## config.mk

```make
export PLATFORM = sky130hd
export DESIGN_NAME = mbox_req_seq
export DESIGN_NICKNAME = d
export VERILOG_FILES = /design/src/rtl/mbox_req_seq_pkg.sv /design/src/rtl/mbox_req_seq.sv
export SDC_FILE = /design/constraint.sdc
export NUM_CORES = 1
export LEC_CHECK = 0
export BUFFER_PORTS_ARGS = -buffer_cell sky130_fd_sc_hd__clkbuf_2
export CORE_MARGIN = 4
export CORE_UTILIZATION = 46
export DETAILED_ROUTE_END_ITERATION = 8
export PLACE_DENSITY = 0.8
export SYNTH_ARGS = -nofsm -noshare
export SYNTH_HDL_FRONTEND = slang
export SYNTH_SLANG_ARGS = --single-unit
```

## constraint.sdc

```tcl
create_clock -name clk -period 2.5 [get_ports clk]
set_input_delay 0.375 -clock clk [delete_from_list [all_inputs] [get_ports clk]]
set_output_delay 0.375 -clock clk [all_outputs]
set_load 0.02 [all_outputs]
```

## src/rtl/mbox_req_seq_pkg.sv

```systemverilog
// Shared EBOX/MBOX definitions: word and VMA widths, sequencer
// states and the reference-op encoding.
package mbox_req_seq_pkg;

    localparam int VMA_W  = 23;
    localparam int WORD_W = 36;

    typedef logic [13:13+VMA_W-1] vma_t;
    typedef logic [0:WORD_W-1]    word_t;

    localparam logic [1:0] ST_IDLE  = 2'd0;
    localparam logic [1:0] ST_RD    = 2'd1;
    localparam logic [1:0] ST_WR    = 2'd2;
    localparam logic [1:0] ST_PAUSE = 2'd3;

    localparam logic [1:0] OP_NONE = 2'd0;
    localparam logic [1:0] OP_RD   = 2'd1;
    localparam logic [1:0] OP_RPW  = 2'd2;
    localparam logic [1:0] OP_WR   = 2'd3;

    // PSE only qualifies a read; a write with PSE is a plain write.
    function automatic logic [1:0] op_decode(input logic rd,
                                             input logic wr,
                                             input logic pse);
        logic [1:0] op;
        op = OP_NONE;
        if (rd && !wr) op = pse ? OP_RPW : OP_RD;
        if (wr && !rd) op = OP_WR;
        return op;
    endfunction

endpackage

```

## src/rtl/mbox_req_seq.sv

```systemverilog
// EBOX-side request sequencer: issues one MBOX reference at a time,
// times the read latency and returns data with a done pulse.
module mbox_req_seq
    import mbox_req_seq_pkg::*;
#(
    parameter int RD_LATENCY = 1
) (
    input  logic        clk,
    input  logic        reset,
    input  logic        eboxReq,
    input  logic        eboxRead,
    input  logic        eboxWrite,
    input  logic        eboxPSE,
    input  logic        eboxAbort,
    input  logic [13:35] eboxVMA,
    input  logic        eboxVMAACRef,
    input  logic [0:35] eboxWriteData,
    output logic        eboxBusy,
    output logic        eboxDone,
    output logic [0:35] eboxMB,
    output logic        eboxProtoErr,
    output logic        mboxReq,
    output logic        mboxRead,
    output logic        mboxWrite,
    output logic        mboxPSE,
    output logic [13:35] mboxVMA,
    output logic        mboxVMAACRef,
    output logic [0:35] mboxWriteData,
    input  logic [0:35] mboxData
);

    logic [1:0] state_q, state_d;
    logic [3:0] cnt_q, cnt_d;
    logic       rpw_q, rpw_d;
    logic       busy_q, busy_d;
    logic       done_q, done_d;
    logic       perr_q, perr_d;
    word_t      mb_q, mb_d;
    logic       mreq_q, mreq_d;
    logic       mrd_q, mrd_d;
    logic       mwr_q, mwr_d;
    logic       mpse_q, mpse_d;
    vma_t       mvma_q, mvma_d;
    logic       mac_q, mac_d;
    word_t      mwd_q, mwd_d;
    logic [1:0] op;

    always_comb begin
        state_d = state_q;
        cnt_d   = cnt_q;
        rpw_d   = rpw_q;
        done_d  = 1'b0;
        perr_d  = perr_q;
        mb_d    = mb_q;
        mreq_d  = 1'b0;
        mrd_d   = 1'b0;
        mwr_d   = 1'b0;
        mpse_d  = 1'b0;
        mvma_d  = mvma_q;
        mac_d   = mac_q;
        mwd_d   = mwd_q;
        op      = op_decode(eboxRead, eboxWrite, eboxPSE);

        case (state_q)
            ST_IDLE: begin
                if (eboxReq && op == OP_NONE) begin
                    perr_d = 1'b1;
                end else if (eboxReq) begin
                    mvma_d = eboxVMA;
                    mac_d  = eboxVMAACRef;
                    mwd_d  = eboxWriteData;
                    mreq_d = 1'b1;
                    if (op == OP_WR) begin
                        mwr_d   = 1'b1;
                        rpw_d   = 1'b0;
                        state_d = ST_WR;
                    end else begin
                        mrd_d   = 1'b1;
                        mpse_d  = (op == OP_RPW);
                        rpw_d   = (op == OP_RPW);
                        cnt_d   = 4'(RD_LATENCY);
                        state_d = ST_RD;
                    end
                end
            end
            ST_RD: begin
                if (eboxAbort) begin
                    cnt_d   = 4'd0;
                    state_d = ST_IDLE;
                end else begin
                    if (eboxReq) perr_d = 1'b1;
                    if (cnt_q != 4'd0) begin
                        cnt_d = cnt_q - 4'd1;
                    end else begin
                        mb_d    = mboxData;
                        done_d  = 1'b1;
                        state_d = rpw_q ? ST_PAUSE : ST_IDLE;
                    end
                end
            end
            ST_WR: begin
                if (eboxAbort) begin
                    state_d = ST_IDLE;
                end else begin
                    if (eboxReq) perr_d = 1'b1;
                    done_d  = 1'b1;
                    state_d = ST_IDLE;
                end
            end
            ST_PAUSE: begin
                // VMA stays locked to the read phase; only data is new.
                if (eboxAbort) begin
                    state_d = ST_IDLE;
                end else if (eboxReq && eboxWrite && !eboxRead) begin
                    mwd_d   = eboxWriteData;
                    mreq_d  = 1'b1;
                    mwr_d   = 1'b1;
                    rpw_d   = 1'b0;
                    state_d = ST_WR;
                end else if (eboxReq) begin
                    perr_d = 1'b1;
                end
            end
            default: state_d = ST_IDLE;
        endcase

        // Busy stays high through the done cycle itself.
        busy_d = (state_d != ST_IDLE) || done_d;
    end

    always_ff @(posedge clk) begin
        if (reset) begin
            state_q <= ST_IDLE;
            cnt_q   <= '0;
            rpw_q   <= 1'b0;
            busy_q  <= 1'b0;
            done_q  <= 1'b0;
            perr_q  <= 1'b0;
            mb_q    <= '0;
            mreq_q  <= 1'b0;
            mrd_q   <= 1'b0;
            mwr_q   <= 1'b0;
            mpse_q  <= 1'b0;
            mvma_q  <= '0;
            mac_q   <= 1'b0;
            mwd_q   <= '0;
        end else begin
            state_q <= state_d;
            cnt_q   <= cnt_d;
            rpw_q   <= rpw_d;
            busy_q  <= busy_d;
            done_q  <= done_d;
            perr_q  <= perr_d;
            mb_q    <= mb_d;
            mreq_q  <= mreq_d;
            mrd_q   <= mrd_d;
            mwr_q   <= mwr_d;
            mpse_q  <= mpse_d;
            mvma_q  <= mvma_d;
            mac_q   <= mac_d;
            mwd_q   <= mwd_d;
        end
    end

    assign eboxBusy      = busy_q;
    assign eboxDone      = done_q;
    assign eboxMB        = mb_q;
    assign eboxProtoErr  = perr_q;
    assign mboxReq       = mreq_q;
    assign mboxRead      = mrd_q;
    assign mboxWrite     = mwr_q;
    assign mboxPSE       = mpse_q;
    assign mboxVMA       = mvma_q;
    assign mboxVMAACRef  = mac_q;
    assign mboxWriteData = mwd_q;

endmodule
```

# After elaboration in Yosys (flattened, before gate mapping)
# Cells that the tools add are included.
# word_totals
reg_bits	110
inputBits	103
out_inout_bits	103
elab_cells	104
# classes
add_sub_neg	1
eq_ne	14
muxes	49
bitwise_logic	5
n_reduce_logical	21
# ops
cell	n
36-bit 2-to-1 mux	4
36-bit one-hot mux with 2 select lines	1
2-bit 2-to-1 mux	11
1-bit 2-to-1 mux	21
4-bit 2-to-1 mux	5
2-bit inequality test (second input constant)	8
5-bit AND reduction	2
2-bit == test (second input constant)	4
1-bit one-hot mux with 2 select lines	4
2-bit one-hot mux with 4 select lines	1
4-bit one-hot mux with 2 select lines	1
3-bit AND reduction	2
2-bit nonzero test	3
1-bit logical AND	5
1-bit inverter	5
2-bit zero test	2
4-bit AND reduction	1
4-bit nonzero test	1
4-bit OR reduction	1
4-bit by 1-bit subtractor with 4-bit output (second input constant)	1
3-bit inequality test (second input constant)	1
1-bit one-hot mux with 3 select lines	1
2-bit by 1-bit == test with 1-bit output (second input constant)	1
1-bit zero test	2
2 further kinds	2

# Depth between registers and ports, before layout
# Gate-level depths: netlist (run 1).
# depth
word_depth	11
ltp_mapped	9
depth_no_buf	6

# Worst setup path after synthesis (run 1)
# OpenSTA, ideal clock, no wires.
# synth_path
kind	register to register
from	reg state_q[1]
to	reg mwd_q[35] (netlist: mboxWriteData[0])
setup_time_ps	72
arrival_time_ps	1749
t_required_ps	2428
path_slack_ps	679
path_stages_with_launch	10
path_buffers	3
period_less_slack_ps	1821
path_cell_list	dfxtp_1 -> inv_1 -> ha_1 -> clkbuf_1 -> nor2b_1 -> o21ai_0 -> a21boi_1 -> buf_4 -> buf_4 -> mux2i_1
# synth_via
elab_chain_cells	3
elab_cells_between_ends	9
classes_between	eq/ne: 5; mux: 1; reduce/logical: 3
# synth_rtl
element	line_no	source
start, declared	mbox_req_seq.sv:32	logic [1:0] state_q, state_d;
start signal, assigned	mbox_req_seq.sv:148	state_q <= state_d;
2-bit == test / 2-bit zero test (equally long branches)	mbox_req_seq.sv:64	case (state_q)
2-bit inequality test (no source line) / 2-bit nonzero test (equally long branches)	-	
5-bit AND reduction (no source line)	-	
end signal, assigned	mbox_req_seq.sv:161	mwd_q <= mwd_d;
end, declared	mbox_req_seq.sv:45	word_t mwd_q, mwd_d;
# Parallel ways exist; a longest one is shown, timed or not.
# A chain may end at the register's enable or synchronous reset.

# Final worst setup path (run 1)
# layout_path
from	reg state_q[0]
to	reg mwd_q[13] (netlist: mboxWriteData[22])
# The elaborated chain is that of the path after synthesis.

==> results.sh, run 1 <==
export IMPL_status="finished, final reports clean"
export IMPL_first_iter_violations=175
export IMPL_vias=4079
export IMPL_leakagePower_uw=0.00255
export IMPL_root_buffer="clkbuf_8"
export IMPL_synth_cell_types=41
export IMPL_gp_congestion=0.854
export IMPL_critical_path_max_stage_delay_ps=460
export IMPL_crit_fanout=36
export IMPL_rsz0062_at_grt="false"
export IMPL_placedInstanceArea_sq_mm=0.00541
export IMPL_cts_resized=0
export IMPL_start_util_pct=47.1
export IMPL_die_w_um=105
export IMPL_grt_usage_pct=19.5
export IMPL_setup_tns_ps=0
export IMPL_syn_area_sq_mm=0.00433
export IMPL_viasPerCell=4.96
export IMPL_p_per_area_mw_per_mm2=609
export IMPL_synth_ff_type="dfxtp_1"
export IMPL_fp_dieArea_sq_mm=0.0110
export IMPL_synth_seq_cells=110
export IMPL_coreArea_sq_mm=0.00920
export IMPL_period_needed_ps=2080
export IMPL_n_antenna_cell=0
export IMPL_routed_wl_um=11000
export IMPL_final_cell_mix="205 x clkbuf_2, 200 x nand2_1, 110 x dfxtp_1, 66 x a21oi_1, 38 x mux2i_1"
export IMPL_timing_rr_start="state_q[0]"
export IMPL_grt_pass1_vias=3948
export IMPL_htreeDepth=3
export IMPL_antenna_found_initial=0
export IMPL_cts_buffers=9
export IMPL_antenna_left=0
export IMPL_synth_warnings=0
export IMPL_io_pins=206
export IMPL_die_h_um=105
export IMPL_relSlewSlack_pct=30.1
export IMPL_setup_viol=0
export IMPL_syn_num_nets=629
export IMPL_cp_start_kind="flop"
export IMPL_rrSetupSlack_ps=420
export IMPL_clock_sinks=110
export IMPL_worst_path_stages=6
export IMPL_worst_ep_arrival_time_ps=2370
export IMPL_end_kind="flop"
export IMPL_tritoncts="built"
export IMPL_async_flop_share_pct=0
export IMPL_rows=35
export IMPL_path_cells="ha_1, nor2b_1, o21ai_0, a21boi_4, buf_12, mux2i_1"
export IMPL_hold_class="in2reg"
export IMPL_required_ps=2800
export IMPL_slew_violations=0
export IMPL_drive_gt1_share_pct=33.0
export IMPL_worstReg2RegEnd="mboxWriteData[22]"
export IMPL_timing_fmax_mhz=482
export IMPL_worst_pin_slew_ps=1050
export IMPL_fill_cells=833
export IMPL_worst_slack_ps=425
export IMPL_crit_start="state_q[0]"
export IMPL_grt_start_max_net_pins=72
export IMPL_clock_latency_ps=370
export IMPL_design_area_sq_mm=0.00559
export IMPL_hold_viol=0
export IMPL_final_common_cell="clkbuf_2"
export IMPL_fin_hold_ws_ps=206
export IMPL_clkTransAtPathRegs_ps=110
export IMPL_grt_pass1_wl_um=18000
export IMPL_dp_slack_ps=477
export IMPL_crit_end="mboxWriteData[22]"
export IMPL_synth_edf_count=0
export IMPL_fin_total_pwr_uw=3400
export IMPL_worstSetupPathType="reg2reg"
export IMPL_syn_avg_cell_area_sq_um=8.34
export IMPL_cts_setup_buffers=0
export IMPL_syn_instance_count=519
export IMPL_slowest_stage="dfxtp_1"
export IMPL_reg2regPathDepth=6
export IMPL_vdd_ir_drop_max_uv=315
export IMPL_min_period_over_period_pct=83.0
export IMPL_synth_top_cell_area_share_pct=50.9
export IMPL_critPathTopFamily="flip-flops"
export IMPL_overflow=0
export IMPL_port_buffers=205
export IMPL_wl_per_cell_um=13.3
export IMPL_nets=818
export IMPL_maxCapViolations=0
export IMPL_hpwlAfterDp_um=8130
export IMPL_areaGrowthSynthToFinish_pct=29.1
export IMPL_remaining_drc_errors=0
export IMPL_firstDrtPassIters=4
export IMPL_fin_skew_ps=9.98
export IMPL_holdBufCountCts=0
export IMPL_path_buf_inv=1
export IMPL_synth_area_leaders="dfxtp_1 51%, nand2_1 17%, mux2i_1 8.8%"
export IMPL_synth_top_area_cell="dfxtp_1"
export IMPL_cts_buffer_depth=2
export IMPL_yosysSeqAreaShare_pct=50.9
flip-flops by register name (all words and copies together), names as in the netlist:
register	count
cnt_q	4
eboxBusy	1
eboxDone	1
eboxMB	36
eboxProtoErr	1
mboxPSE	1
mboxRead	1
mboxReq	1
mboxVMA	23
mboxVMAACRef	1
mboxWrite	1
mboxWriteData	36
rpw_q	1
state_q	2
cells by family after synthesis:
| family | synth area share, % |
|---|---|
| buffers and inverters | 4.28 |
| AOI/OAI and AO/OA | 11.4 |
| muxes | 9.05 |
| adders and majority gates | 2.02 |
| DFF | 50.9 |
| and+or+nand+nor | 22.4 |
power breakdown:
part	switching (uW)	leakage, uW	total (uW)	internal [uW]
logic	327	0.00157	540	213
clock network	615	0.0000849	987	372
registers	42.8	0.000894	1870	1830
stage by stage:
| stage | instances | util [%] |
|---|---|---|
| 5_1_grt | 823 | 60.7 |
| 2_1_floorplan | 519 | - |
| 6_report | 823 | 60.7 |
| 3_3_place_gp | 808 | 58.9 |
| 4_1_cts | 823 | 60.7 |
| 3_5_place_dp | 808 | 58.9 |
Yosys cell counts, types with 2 or more instances:
cell type and n:
nand2_1 200, dfxtp_1 110, a21oi_1 66, mux2i_1 38, clkbuf_1 19, buf_2 10
inv_1 8, ha_1 7, nor2b_1 7, nor3_1 5, o21ai_0 5, buf_4 4
nand3_1 4, nor2_1 4, nand2b_1 3, nor4_1 2, o211a_1 2, o32ai_1 2
how the worst min path moves through the flow:
| stage | start | to | cells after the start |
|---|---|---|---|
| after floorplan | eboxAbort | eboxDone | 1 |
| after global placement | eboxMB[2] | eboxMB[2] | 2 |
| after detailed placement | eboxMB[5] | eboxMB[5] | 2 |
| after CTS | eboxVMA[26] | mboxVMA[26] | 3 |
| after global routing | mboxData[5] | eboxMB[5] | 3 |
| final | eboxVMA[26] | mboxVMA[26] | 3 |
worst register-to-register path, stage by stage, from the launching register on:
cell and delay (ps):
dfxtp_1 460, ha_1 330, nor2b_1 280, o21ai_0 180, a21boi_4 230, buf_12 280, mux2i_1 240
layout make-up:
class	instances	area [sq um]	share of cell area, %
clock buffers	10	128	2.28
repair buffers	212	1090	19.5
clock inverters	5	45.0	0.806
flip-flops and latches	110	2200	39.4
inverters	8	30.0	0.538
well taps	111	139	2.49
multi-input cells	367	1950	34.9
per-layer routing:
layer  global-route usage [%]  wire length, um  up-vias
met5                        0                0        -
met4                     8.15              326        0
met3                     5.93              740       25
met2                     33.2             5410      131
met1                     22.8             4480     1847
li1                         -                -     2076
Power figures use the tool's default switching activity.
==> inputs of run 2 (changes only) <==
Settings changed: CORE_UTILIZATION 46 to 42, PLACE_DENSITY 0.8 to 0.77.
Clock period 2.5 ns to 1.8 ns, I/O delays scaled along.
==> run 2 against run 1 <==
  * Via count is 1.7% higher
  * Clock skew is 0.64 ps lower
  * Hold slack worse by 75 ps
  * Core utilization is 2.0 points lower
  * Critical path depth stayed put
  * Flip-flop and latch count stayed put
  * Critical path type unchanged
  * Register-to-register slack worse by 350 ps
  * Worst setup slack worse by 350 ps
  * Routed wire length is 5.5% higher
  * Combinational power is 53% higher
  * First-iteration DRC count is 36% higher
  * Fmax is 20% higher
==> results.sh, run 2 (synthesis results as in run 1) <==
export IMPL_final_common_cell="clkbuf_2"
export IMPL_die_w_um=110
export IMPL_areaGrowthSynthToFinish_pct=34.6
export IMPL_multi_input_area_sq_mm=0.00198
export IMPL_seqPwrFrac_pct=55.4
export IMPL_power_switching_share_pct=27.2
export IMPL_clkTransAtPathRegs_ps=100
export IMPL_antenna_found_initial=0
export IMPL_n_antenna_cell=0
export IMPL_setup_tns_ps=0
export IMPL_routed_wl_um=11600
export IMPL_rrSetupSlack_ps=70
export IMPL_holdBufCountCts=0
export IMPL_required_ps=2020
export IMPL_maxCapViolations=0
export IMPL_grt_pass1_wl_um=17800
export IMPL_end_kind="flop"
export IMPL_worstReg2RegEnd="eboxBusy"
export IMPL_grt_usage_pct=18.5
export IMPL_drive_gt1_share_pct=35.8
export IMPL_io_pins=206
export IMPL_timing_fmax_mhz=580
export IMPL_period_needed_ps=1730
export IMPL_firstDrtPassIters=6
export IMPL_status="finished, final reports clean"
export IMPL_fin_total_pwr_uw=4700
export IMPL_fill_cells=892
export IMPL_worstSetupPathType="reg2reg"
export IMPL_gp_congestion=0.845
export IMPL_path_cells="inv_1, ha_2, nor3b_4, mux2i_1, a211o_1, or4_1"
export IMPL_timing_rr_start="cnt_q[0]"
export IMPL_path_buf_inv=1
export IMPL_cts_buffers=9
export IMPL_wl_per_cell_um=13.5
export IMPL_critical_path_max_stage_delay_ps=400
export IMPL_tritoncts="built"
export IMPL_slowest_stage="or4_1"
export IMPL_hold_viol=0
export IMPL_leakagePower_uw=0.00265
export IMPL_htreeDepth=3
export IMPL_grt_pass1_vias=3918
export IMPL_worst_path_stages=6
export IMPL_relSlewSlack_pct=31.0
export IMPL_rows=36
export IMPL_hold_depth=3
export IMPL_start_util_pct=43.7
export IMPL_antenna_left=0
export IMPL_vdd_ir_drop_max_uv=470
export IMPL_die_h_um=110
export IMPL_overflow=0
export IMPL_critPathTopFamily="simple AND/OR/NAND/NOR gates"
export IMPL_p_per_area_mw_per_mm2=808
export IMPL_nets=833
export IMPL_cts_buffer_depth=2
export IMPL_hold_class="in2reg"
export IMPL_worst_pin_slew_ps=1030
export IMPL_first_iter_violations=238
export IMPL_pwr_share_clk_pct=27.1
export IMPL_crit_fanout=3
export IMPL_setup_viol=0
export IMPL_viasPerCell=4.83
export IMPL_clock_sinks=110
export IMPL_p_switching_uw=1280
export IMPL_clock_latency_ps=350
export IMPL_vias=4147
export IMPL_dp_slack_ps=-66.5
export IMPL_cp_start_kind="flop"
export IMPL_fp_dieArea_sq_mm=0.0120
export IMPL_fin_skew_ps=9.35
export IMPL_hpwlAfterDp_um=8670
export IMPL_combPwrFrac_pct=17.5
export IMPL_min_delay_start="eboxVMAACRef"
export IMPL_fin_hold_ws_ps=132
export IMPL_worst_ep_arrival_time_ps=1950
export IMPL_slew_violations=0
export IMPL_final_cell_mix="205 x clkbuf_2, 200 x nand2_1, 107 x dfxtp_1, 66 x a21oi_1, 37 x mux2i_1"
export IMPL_internal_power_uw=3420
export IMPL_coreArea_sq_mm=0.00991
export IMPL_port_buffers=205
export IMPL_remaining_drc_errors=0
export IMPL_root_buffer="clkbuf_8"
export IMPL_min_period_over_period_pct=95.9
export IMPL_grt_start_max_net_pins=73
export IMPL_worst_slack_ps=74.5
export IMPL_reg2regPathDepth=6
export IMPL_hold_path_end="mboxVMAACRef"
export IMPL_seqCellArea_sq_mm=0.00221
-- run 2: cell count changes in the layout (fill, tap and decap cells not counted), moves of 2 or more --
cell,change
inv_1,-2
nor2b_1,-3
inv_2,+2
dfxtp_1,-3
ha_2,+3
nor2b_2,+3
clkbuf_1,+2
ha_1,-4
dfxtp_4,+2
buf_4,+9
clkinv_4,-2
buf_12,+4
-- run 2: worst reg2reg max path, cell delays in order, from the launching register on --
cell,delay (ps)
dfxtp_2,330
inv_1,70
ha_2,180
nor3b_4,240
mux2i_1,110
a211o_1,270
or4_1,400
-- run 2: per-stage QoR --
stage / utilization (%) / instances / cell area (sq um)
2_1_floorplan: - / 519 / 4330
3_3_place_gp: 56.2 / 842 / 5570
3_5_place_dp: 56.2 / 842 / 5570
4_1_cts: 58.4 / 859 / 5790
5_1_grt: 58.8 / 859 / 5820
6_report: 58.8 / 859 / 5820
-- run 2: cell type report --
class | count | area share [%]
inverter | 8 | 0.516
timing repair buffer | 227 | 21.9
clock buffer | 13 | 2.56
sequential | 110 | 38.0
tap | 133 | 2.86
clock inverter | 1 | 0.129
multi-input combinational | 367 | 34.0
-- run 2: worst max path at each step --
| stage | start | to | slack (ps) |
|---|---|---|---|
| detailed placement | state_q[1] | mboxWriteData[27] | -70 |
| finish | cnt_q[0] | eboxBusy | 70 |
| global route | cnt_q[0] | eboxBusy | -30 |
| global placement | state_q[0] | eboxBusy | 40 |
| CTS | state_q[0] | eboxBusy | 10 |
| floorplan | state_q[0] | mboxWriteData[0] | 30 |
-- run 2: timing repair --
item,CTS,global route
gates cloned,1,0
pin swaps,1,1
setup buffers,2,0
setup endpoints to repair,37,70
gates resized for setup,6,13
-- run 2: metal layers --
layer,up-vias,part of all wire (%),wire length [um],track usage (%)
li1,2104,-,-,-
met1,1917,41,4680,21.3
met2,110,54,6180,34.0
met3,16,4.3,493,2.58
met4,0,1.7,192,7.66
met5,-,0,0,0
-- run 2: power by group through the flow --
| stage | clock (uW) | combinational (uW) | sequential [uW] |
|---|---|---|---|
| after global routing | 1420 | 903 | 2620 |
| after detailed placement | 0 | 788 | 2660 |
| final | 1270 | 824 | 2610 |
| after CTS | 1320 | 818 | 2610 |
| after global placement | 0 | 768 | 2660 |
| after floorplan | 0 | 336 | 2780 |
